### config.mk
export PLATFORM = sky130hd
export DESIGN_NAME = vga_sync_gen
export DESIGN_NICKNAME = d
export VERILOG_FILES = /design/src/rtl/vga_sync_gen.sv
export SDC_FILE = /design/constraint.sdc
export NUM_CORES = 1
export LEC_CHECK = 0
export ABC_AREA = 1
export CELL_PAD_IN_SITES_DETAIL_PLACEMENT = 0
export CELL_PAD_IN_SITES_GLOBAL_PLACEMENT = 1
export CORE_MARGIN = 2
export CORE_UTILIZATION = 40
export CTS_BUF_LIST = sky130_fd_sc_hd__clkbuf_2 sky130_fd_sc_hd__clkbuf_4 sky130_fd_sc_hd__clkbuf_8
export DETAILED_ROUTE_END_ITERATION = 6
export GPL_TIMING_DRIVEN = 0
export MAX_ROUTING_LAYER = met4
export PLACE_DENSITY_LB_ADDON = 0.05
export RECOVER_POWER = 25
export SETUP_SLACK_MARGIN = 0.1
export SLEW_MARGIN = 20
export SYNTH_ARGS = -nofsm -noshare
export SYNTH_HDL_FRONTEND = slang
export SYNTH_SLANG_ARGS = --single-unit
### constraint.sdc
create_clock -name clk -period 2.3 [get_ports clk]
set_clock_uncertainty 0.1 [all_clocks]
set_input_delay 0.23 -clock clk [delete_from_list [all_inputs] [get_ports clk]]
set_output_delay 0.23 -clock clk [all_outputs]
set_load 0.005 [all_outputs]
### src/rtl/vga_sync_gen.sv
// vga_sync_gen: 640x480@60 raster timing generator.
// Scans horizontal/vertical pixel counters at pixel rate (clk / CLK_DIV) and
// produces registered sync, blanking and line/frame markers that stay aligned
// with xcoor/ycoor in the same cycle.
// Optional build macro: VGA_FRAME_CNT_EN adds an 8-bit frame_cnt output.
module vga_sync_gen #(
    parameter int H_VISIBLE = 640,
    parameter int H_FRONT   = 16,
    parameter int H_SYNC    = 96,
    parameter int H_BACK    = 48,
    parameter int V_VISIBLE = 480,
    parameter int V_FRONT   = 10,
    parameter int V_SYNC    = 2,
    parameter int V_BACK    = 33,
    parameter int CLK_DIV   = 1
) (
    input  logic       clk,
    input  logic       rst_n,
    output logic       pix_tick,
    output logic [9:0] xcoor,
    output logic [9:0] ycoor,
    output logic       hsync,
    output logic       vsync,
    output logic       display_on,
    output logic       line_start,
    output logic       frame_start
`ifdef VGA_FRAME_CNT_EN
    ,
    output logic [7:0] frame_cnt
`endif
);

    localparam int H_TOTAL = H_VISIBLE + H_FRONT + H_SYNC + H_BACK;
    localparam int V_TOTAL = V_VISIBLE + V_FRONT + V_SYNC + V_BACK;

    localparam logic [9:0] H_LAST   = 10'(H_TOTAL - 1);
    localparam logic [9:0] V_LAST   = 10'(V_TOTAL - 1);
    localparam logic [9:0] H_VIS    = 10'(H_VISIBLE);
    localparam logic [9:0] V_VIS    = 10'(V_VISIBLE);
    localparam logic [9:0] HS_START = 10'(H_VISIBLE + H_FRONT);
    localparam logic [9:0] HS_END   = 10'(H_VISIBLE + H_FRONT + H_SYNC);
    localparam logic [9:0] VS_START = 10'(V_VISIBLE + V_FRONT);
    localparam logic [9:0] VS_END   = 10'(V_VISIBLE + V_FRONT + V_SYNC);
    localparam logic [1:0] DIV_LAST = 2'(CLK_DIV - 1);

    logic [1:0] div_cnt;
    logic       tick;
    logic       x_wrap;
    logic       y_wrap;
    logic [9:0] x_nxt;
    logic [9:0] y_nxt;

    // Next-state counter values; decodes are taken from these so the
    // registered sync/blank outputs line up with the registered coordinates.
    always_comb begin
        tick   = (div_cnt == DIV_LAST);
        x_wrap = (xcoor == H_LAST);
        y_wrap = (ycoor == V_LAST);
        x_nxt  = x_wrap ? 10'd0 : xcoor + 10'd1;
        y_nxt  = ycoor;
        if (x_wrap) begin
            y_nxt = y_wrap ? 10'd0 : ycoor + 10'd1;
        end
    end

    // Pixel-rate divider, counters and registered decodes; everything holds
    // between ticks except the one-cycle pulse outputs, which clear.
    always_ff @(posedge clk or negedge rst_n) begin
        if (!rst_n) begin
            div_cnt     <= 2'd0;
            pix_tick    <= 1'b0;
            xcoor       <= 10'd0;
            ycoor       <= 10'd0;
            hsync       <= 1'b1;
            vsync       <= 1'b1;
            display_on  <= 1'b0;
            line_start  <= 1'b0;
            frame_start <= 1'b0;
        end else begin
            div_cnt     <= tick ? 2'd0 : div_cnt + 2'd1;
            pix_tick    <= tick;
            line_start  <= tick && x_wrap;
            frame_start <= tick && x_wrap && y_wrap;
            if (tick) begin
                xcoor      <= x_nxt;
                ycoor      <= y_nxt;
                hsync      <= !((x_nxt >= HS_START) && (x_nxt < HS_END));
                vsync      <= !((y_nxt >= VS_START) && (y_nxt < VS_END));
                display_on <= (x_nxt < H_VIS) && (y_nxt < V_VIS);
            end
        end
    end

`ifdef VGA_FRAME_CNT_EN
    // Frame counter advances on the same edge that raises frame_start.
    always_ff @(posedge clk or negedge rst_n) begin
        if (!rst_n) begin
            frame_cnt <= 8'd0;
        end else if (tick && x_wrap && y_wrap) begin
            frame_cnt <= frame_cnt + 8'd1;
        end
    end
`endif

endmodule

# Word-level counts from Yosys, hierarchy flattened
# Cells that the tools add are included.
# op_classes
n_addsub	3
magnitude_cmp	6
eq_ne	2
mux	4
reduce_logical	8
# ops
op	n
10-bit 2-to-1 mux	3
10-bit by 1-bit adder with 10-bit output, second input constant	2
10-bit equality test, second input constant	2
10-bit less-than comparator, second input constant	2
10-bit by 9-bit less-than comparator with 1-bit output, second input constant	2
10-bit greater-or-equal comparator, second input constant	1
10-bit by 9-bit greater-or-equal comparator with 1-bit output, second input constant	1
1-bit logical AND	5
2-bit by 1-bit adder with 2-bit output, second input constant	1
1-bit zero test	2
2-bit zero test	1
2-bit 2-to-1 mux	1
# word_totals
reg_bits	28
input_bits	2
output_inout_bits	26
word_cells	32

# Depth between registers and ports, before layout
# Gate-level depths: netlist of the first run.
# depth
word_depth	6
mapped_depth	13
ltp_nobuf	13

# Worst setup path before layout of the first run
# OpenSTA, ideal clock, no wires.
# synth_timing
path_type	register to register
from	reg xcoor[0]
to	reg display_on
setup_time_ns	0.116
arrival_ns	1.503
required_time_ns	2.084
path_slack_ns	0.581
path_stages_with_launch	13
path_buffers	0
synth_period_minus_slack_ns	1.719
cell_sequence	dfrtp_1 -> ha_1 -> nand2_2 -> nor2_8 -> inv_4 -> nor2_8 -> nand4_1 -> nand3_2 -> nand2_1 -> inv_1 -> nand2_1 -> nand2_1 -> nand2_1
# synth_between
elab_chain_cells	4
# synth_rtl
element	line_no	text
start: declaration	20	output logic [9:0] xcoor,
start signal: assignment	85	xcoor <= x_nxt;
10-bit by 1-bit adder with 10-bit output / 10-bit equality test (equally long branches)	59, 57	
10-bit 2-to-1 mux, on equally long branches	59, 61	
10-bit less-than comparator / 10-bit by 9-bit less-than comparator with 1-bit output (equally long branches)	89	display_on <= (x_nxt < H_VIS) && (y_nxt < V_VIS);
1-bit logical AND (*)	89	
end signal: assignment	89	
end: declaration	24	output logic display_on,
# Every way passes the cells marked *; elsewhere a longest branch is shown, timed or not.
# A chain may end at the register's enable or synchronous reset.

# Final worst setup path of the first run
# layout_timing
from	reg xcoor[1]
to	reg display_on
# The elaborated chain is that of the path after synthesis.

==> impl_metrics.yaml, run 1 <==
drt:
  final_antenna_net_count: 0
  drc_errors: 0
  firstDrtPassIters: 4
  finalWirelength_mm: 4.05
  vias: 1481
  viasPerCell: 4.76
  drt_iter0_markers: 107
  wl_per_cell_um: 13.0
synth:
  synth_cells: 230
  yosys_register_bits: 28
  synth_top_area_cell: "dfrtp_1"
  synthMuxAreaShare: 0
  synth_top_family_by_area: "simple AND/OR/NAND/NOR gates"
  synth_area_mm2: 0.00170
  synth.avg_cell_area_um2: 7.40
  synth_compound_area_frac: 0.0846
  synthSimpleGateAreaFrac: 0.351
  synth.top_cell.area_share: 0.382
  synth_area_leaders: "dfrtp_1, nand2_1, inv_1"
  synth-seq-area-share: 0.413
  synth_cell_type_count: 26
  synth_adder_area_share: 0.0441
  synth_xor_area_frac: 0.0257
  ys_warn_count: 0
  syn_nets: 238
sta:
  post-route-min-period_ns: 2.01
  max_slew.worst_pin.slew_ns: 0.667
  hold_viol: 0
  fin_tns_setup_ns: 0
  whs_ns: 0.392
  fmax_mhz: 498
  finalMaxSlewViolations: 0
  fin_crit_sh: 0.873
  rsz0062_at_grt: "false"
  setup_viol_count_final: 0
  max_slew_margin: 0.555
final_layout:
  final_common_cell: "nand2_1"
  n_antenna_cell: 0
  layout_common_cells: "nand2_1, inv_1, nor2_1"
  nNetsFinal: 271
  final_area_mm2: 0.00208
  drive_above_1_share: 0.0766
  fin_util: 0.513
  syn_to_final_growth_pct: 22.4
floorplan:
  initial_utilization: 0.419
  die_h_um: 69.2
  die-area_mm2: 0.00479
  coreArea_mm2: 0.00406
  num_rows: 23
  boundaryPins: 28
  die_width_um: 69.2
worst_setup_path:
  cp-start-kind: "register"
  end_kind: "register"
  critPathRequiredTime_ns: 2.37
  cp_max_fo: 10
  cp.arrival_ns: 2.08
  critPathKind: "reg2reg"
clock_tree:
  cts-buffers-inserted: 3
  post_cts_buffers: 0
  clock_sinks: 28
  htreeDepth: 1
  cts.clk_slew.worst_paths_ns: 0.10
  cts_tree: "done"
  clockBufferDepth: 2
  cts_root_buffer: "clkbuf_8"
  clock_latency_ns: 0.28
pwr:
  p_switching_w: 0.000167
  pwr-share-comb: 0.015
  p_leak_nw: 1.00
  seqPwrFrac: 0.632
  swShare: 0.215
  power_w: 0.000779
  clock_power_share: 0.353
  vdd_drop_max_mv: 0.251
  power_density_mw_per_mm2: 374
  p_int_w: 0.000612
run_status:
  status: "finished clean"
global_route:
  grt_pass1_wl_mm: 6.87
  grt_max_degree: 29
  globalRouteTotalUtil: 0.183
  antenna_found_initial: 0
  grt_pass1_vias: 1378
  grt-ovfl-total: 0
placed_design:
  numPortBuffers: 27
  placed_area_mm2: 0.00203
  hpwl_mm: 2.99
  gp_congestion: 0.844
flow_run:
  cap_violations: 0
min_path:
  hold_path_class: "reg2reg"
-- per-stage QoR --
| stage | worst slack (ns) | std cells |
|---|---|---|
| 5_1_grt | 0.108 | 311 |
| 4_1_cts | 0.264 | 311 |
| 2_1_floorplan | 0.581 | 230 |
| 3_3_place_gp | 0.286 | 307 |
| 6_report | 0.293 | 311 |
| 3_5_place_dp | 0.305 | 307 |
-- timing repair --
item                                    4_1_cts  5_1_grt
gates resized for setup                       0        1
hold buffers                                  1        0
hold endpoints to repair                     26        0
endpoints found under the setup margin        0        1
-- kinds of logic (layout without fill, tap and decap cells) --
logic type	Yosys count	count (layout)
simple gates	130	130
xor+xnor	5	5
compound gates	25	25
buf+inv	36	67
fa+ha+maj	6	6
flops	28	28
-- critical path: stages (launching register included) --
cell     delay (ns)
dfrtp_1        0.42
ha_1           0.20
nand2_2        0.12
nor2_8         0.21
inv_4          0.07
nor2_8         0.20
nand3_1        0.09
nand2_1        0.13
nand3_1        0.14
inv_1          0.07
nand2_1        0.05
nand2_1        0.05
nand2_1        0.05
-- synth_stat cells --
master / instances
nand2_1: 68
inv_1: 31
nor2_1: 30
dfrtp_1: 26
nand3_1: 19
o21ai_0: 17
ha_1: 6
nand4_1: 4
xor2_1: 4
clkbuf_1: 3
nand2_2: 3
dfstp_2: 2
nor2_4: 2
nor2_8: 2
o21bai_1: 2
a21boi_2: 1
a21oi_1: 1
a21oi_2: 1
buf_2: 1
inv_4: 1
nand3_2: 1
nand3_4: 1
o21a_1: 1
o21ai_1: 1
o22ai_1: 1
xnor2_1: 1
-- sequential cells by signal (all words and copies together) (netlist names) --
register and count:
pix_tick 1, vsync 1, display_on 1, div_cnt 2, xcoor 10, frame_start 1
ycoor 10, hsync 1, line_start 1
-- power by group through the flow --
stage,logic [W],registers (W),clock network (W)
6_report,0.0000117,0.000492,0.000275
4_1_cts,0.0000127,0.000492,0.000289
3_3_place_gp,0.0000122,0.000502,0
3_5_place_dp,0.0000115,0.000502,0
2_1_floorplan,0.000000000518,0.000502,0
5_1_grt,0.0000141,0.000492,0.000304
-- per-layer routing --
layer / part of all wire / up-vias / track usage
met5: 0 / - / -
met4: 0.0086 / 0 / 0.0458
met3: 0.024 / 4 / 0.0218
met2: 0.42 / 26 / 0.256
met1: 0.55 / 661 / 0.280
li1: - / 790 / -
-- path summary, 6_finish.rpt --
path                            start          to  slack (ns)  cells after the start
max in group asynchronous       rst_n    xcoor[0]        1.22                      2
max reg2reg                  xcoor[1]  display_on        0.29                     12
min reg2reg                display_on  display_on        0.39                      2
min                        display_on  display_on        0.39                      2
max                          xcoor[1]  display_on        0.29                     12
min in group asynchronous       rst_n    xcoor[4]        0.41                      2
-- layout make-up --
type / instances / area [um^2]
Fill cell: 434 / 1980
Multi-Input combinational cell: 166 / 860
Sequential cell: 28 / 704
Timing Repair Buffer: 28 / 275
Inverter: 32 / 123
Tap cell: 50 / 62.6
Clock buffer: 3 / 41.3
Buffer: 4 / 16.3
Power figures use the tool's default switching activity.
==> run 2: changes to the inputs <==
==> constraint.sdc (replaced) <==
create_clock -name clk -period 2.3 [get_ports clk]
set_clock_uncertainty 0.1 [all_clocks]
set_input_delay 0.23 -clock clk [delete_from_list [all_inputs] [get_ports clk]]
set_output_delay 0.23 -clock clk [all_outputs]
set_load 0.02 [all_outputs]
==> results of run 2 <==
The final DEF is identical to that of run 1; final timing and power are the same.
==> run 3: changes to the inputs <==
--- a/config.mk
+++ b/config.mk
@@ -9,9 +9,10 @@
 export CELL_PAD_IN_SITES_DETAIL_PLACEMENT = 0
 export CELL_PAD_IN_SITES_GLOBAL_PLACEMENT = 1
 export CORE_MARGIN = 2
-export CORE_UTILIZATION = 40
+export CORE_UTILIZATION = 47
 export CTS_BUF_LIST = sky130_fd_sc_hd__clkbuf_2 sky130_fd_sc_hd__clkbuf_4 sky130_fd_sc_hd__clkbuf_8
 export DETAILED_ROUTE_END_ITERATION = 6
+export DONT_BUFFER_PORTS = 1
 export GPL_TIMING_DRIVEN = 0
 export MAX_ROUTING_LAYER = met4
 export PLACE_DENSITY_LB_ADDON = 0.05
==> run 3 against run 2 <==
Against the previous run: the flow now finishes with violations (capacitance limit, slew limit); routed wire length decreased by 5.1%; die area decreased by 14%; non-clock buffer count decreased by 24; register-to-register slack lost 0.03 ns; setup slack worse by 0.029 ns; sequential share of layout area up 5.1 points; first-iteration DRC count down 20%; maximum frequency down 1.4%; power is 9.1% lower; combinational power down 7%; critical endpoint is now vsync.
==> impl_metrics.yaml, run 3 (synthesis results as in run 1) <==
global_route:
  grt-ovfl-total: 0
  grt_pass1_wl_mm: 6.50
  globalRouteTotalUtil: 0.207
  grt_pass1_vias: 1386
  antenna_found_initial: 0
  grt_max_degree: 29
worst_setup_path:
  cp_common_cell: "nand2_1"
  crit_path_top_delay_cell: "dfrtp_2"
  cp.arrival_ns: 2.21
  cp-start-kind: "register"
  critPathKind: "reg2reg"
  path_buf_inv: 0
  crit_chain: "ha_1 -> nand2_2 -> nor2_8 -> nand3_4 -> nor2_4 -> nand2_1 -> nand2_1 -> nand3_1 -> nor2_1 -> a21oi_1"
  max_stage_delay_ns: 0.50
  critical-path-top-delay-family: "simple AND/OR/NAND/NOR gates"
  cp_max_fo: 9
  critPathRequiredTime_ns: 2.48
  r2r-start: "xcoor[0]"
  r2r_slack_ns: 0.26
  crit_path_start: "xcoor[0]"
  end_kind: "register"
drt:
  drc_errors: 0
  drt_iter0_markers: 86
  wl_per_cell_um: 13.6
  viasPerCell: 5.28
  final_antenna_net_count: 0
  finalWirelength_mm: 3.84
  firstDrtPassIters: 4
  vias: 1494
final_layout:
  nNetsFinal: 247
  final_common_cell: "nand2_1"
  stdcell_count: 283
  largestRegisters: "xcoor x10, ycoor x10, div_cnt x2"
  drive_above_1_share: 0.0928
  fin_util: 0.531
  syn_to_final_growth_pct: 6.54
  layout_common_cells: "nand2_1, inv_1, nor2_1"
  n_antenna_cell: 0
floorplan:
  die_width_um: 64.2
  num_rows: 21
  die_h_um: 64.2
  coreArea_mm2: 0.00342
  boundaryPins: 28
  initial_utilization: 0.498
  die-area_mm2: 0.00412
sta:
  finalMaxSlewViolations: 28
  post-route-min-period_ns: 2.04
  fin_crit_sh: 0.885
  rsz0062_at_grt: "false"
  hold_viol: 0
  fin_tns_setup_ns: 0
  whs_ns: 0.445
  setup_viol_count_final: 0
  fmax_mhz: 491
  max_slew_margin: -0.00250
  max_slew.worst_pin.slew_ns: 1.50
clock_tree:
  cts_tree: "done"
  clock_latency_ns: 0.33
  htreeDepth: 1
  cts_root_buffer: "clkbuf_4"
  clock_sinks: 28
  cts.clk_slew.worst_paths_ns: 0.15
  cts-buffers-inserted: 3
  clockBufferDepth: 2
min_path:
  hold_path_class: "reg2reg"
  hold_start: "div_cnt[1]"
pwr:
  p_leak_nw: 0.903
  power_density_mw_per_mm2: 391
  power_w: 0.000708
  vdd_drop_max_mv: 0.258
flow_run:
  cap_violations: 1
placed_design:
  gp_congestion: 0.863
  numPortBuffers: 0
  placedCellCount: 276
  hpwl_mm: 2.86
run_status:
  violations: "capacitance limit, slew limit"
  status: "finished, violations left"
run 3: cell types whose count changed in the layout (fill, tap and decap cells not counted), sizes merged:
cell,previous run,this run
buf,2,3
clkbuf,6,7
clkdlybuf4s50,26,0
run 3: cell type report:
| class | instances | area, um^2 |
|---|---|---|
| Buffer | 4 | 16.3 |
| Clock buffer | 3 | 22.5 |
| Fill cell | 343 | 1600 |
| Inverter | 32 | 123 |
| Multi-Input combinational cell | 166 | 860 |
| Sequential cell | 28 | 706 |
| Tap cell | 46 | 57.6 |
| Timing Repair Buffer | 4 | 28.8 |
run 3: where the power goes:
part	internal (W)	switching, W
clock network	0.0000616	0.000143
logic	0.00000145	0.00000942
registers	0.000493	0
total	0.000556	0.000153
run 3: per-stage QoR:
stage	setup slack (ns)	area, um^2
after detailed placement	0.205	1760
after CTS	0.169	1810
after global placement	0.184	1760
after global routing	0.117	1810
after floorplan	0.447	1700
final	0.264	1810
run 3: final timing paths:
| kind | cells past startpoint | end |
|---|---|---|
| max in group asynchronous | 2 | xcoor[0] |
| setup / recovery | 10 | vsync |
| hold / removal | 1 | div_cnt[0] |
| setup reg to reg | 10 | vsync |
| hold reg to reg | 1 | div_cnt[0] |
| min in group asynchronous | 2 | ycoor[1] |
run 3: metal layers:
| metal | share of wire | routed length [um] | GRT usage | vias up |
|---|---|---|---|---|
| met4 | 0.017 | 66 | 0.0718 | 0 |
| li1 | - | - | - | 738 |
| met2 | 0.46 | 1770 | 0.331 | 57 |
| met1 | 0.45 | 1730 | 0.259 | 690 |
| met3 | 0.070 | 268 | 0.0475 | 9 |
| met5 | 0 | 0 | - | - |
run 3: repair_timing:
| item | 4_1_cts | 5_1_grt |
|---|---|---|
| gates resized for setup | 0 | 2 |
| setup buffers | 0 | 2 |
| hold buffers | 2 | 0 |
| endpoints found under the hold margin | 28 | 0 |
| endpoints found under the setup margin | 0 | 3 |
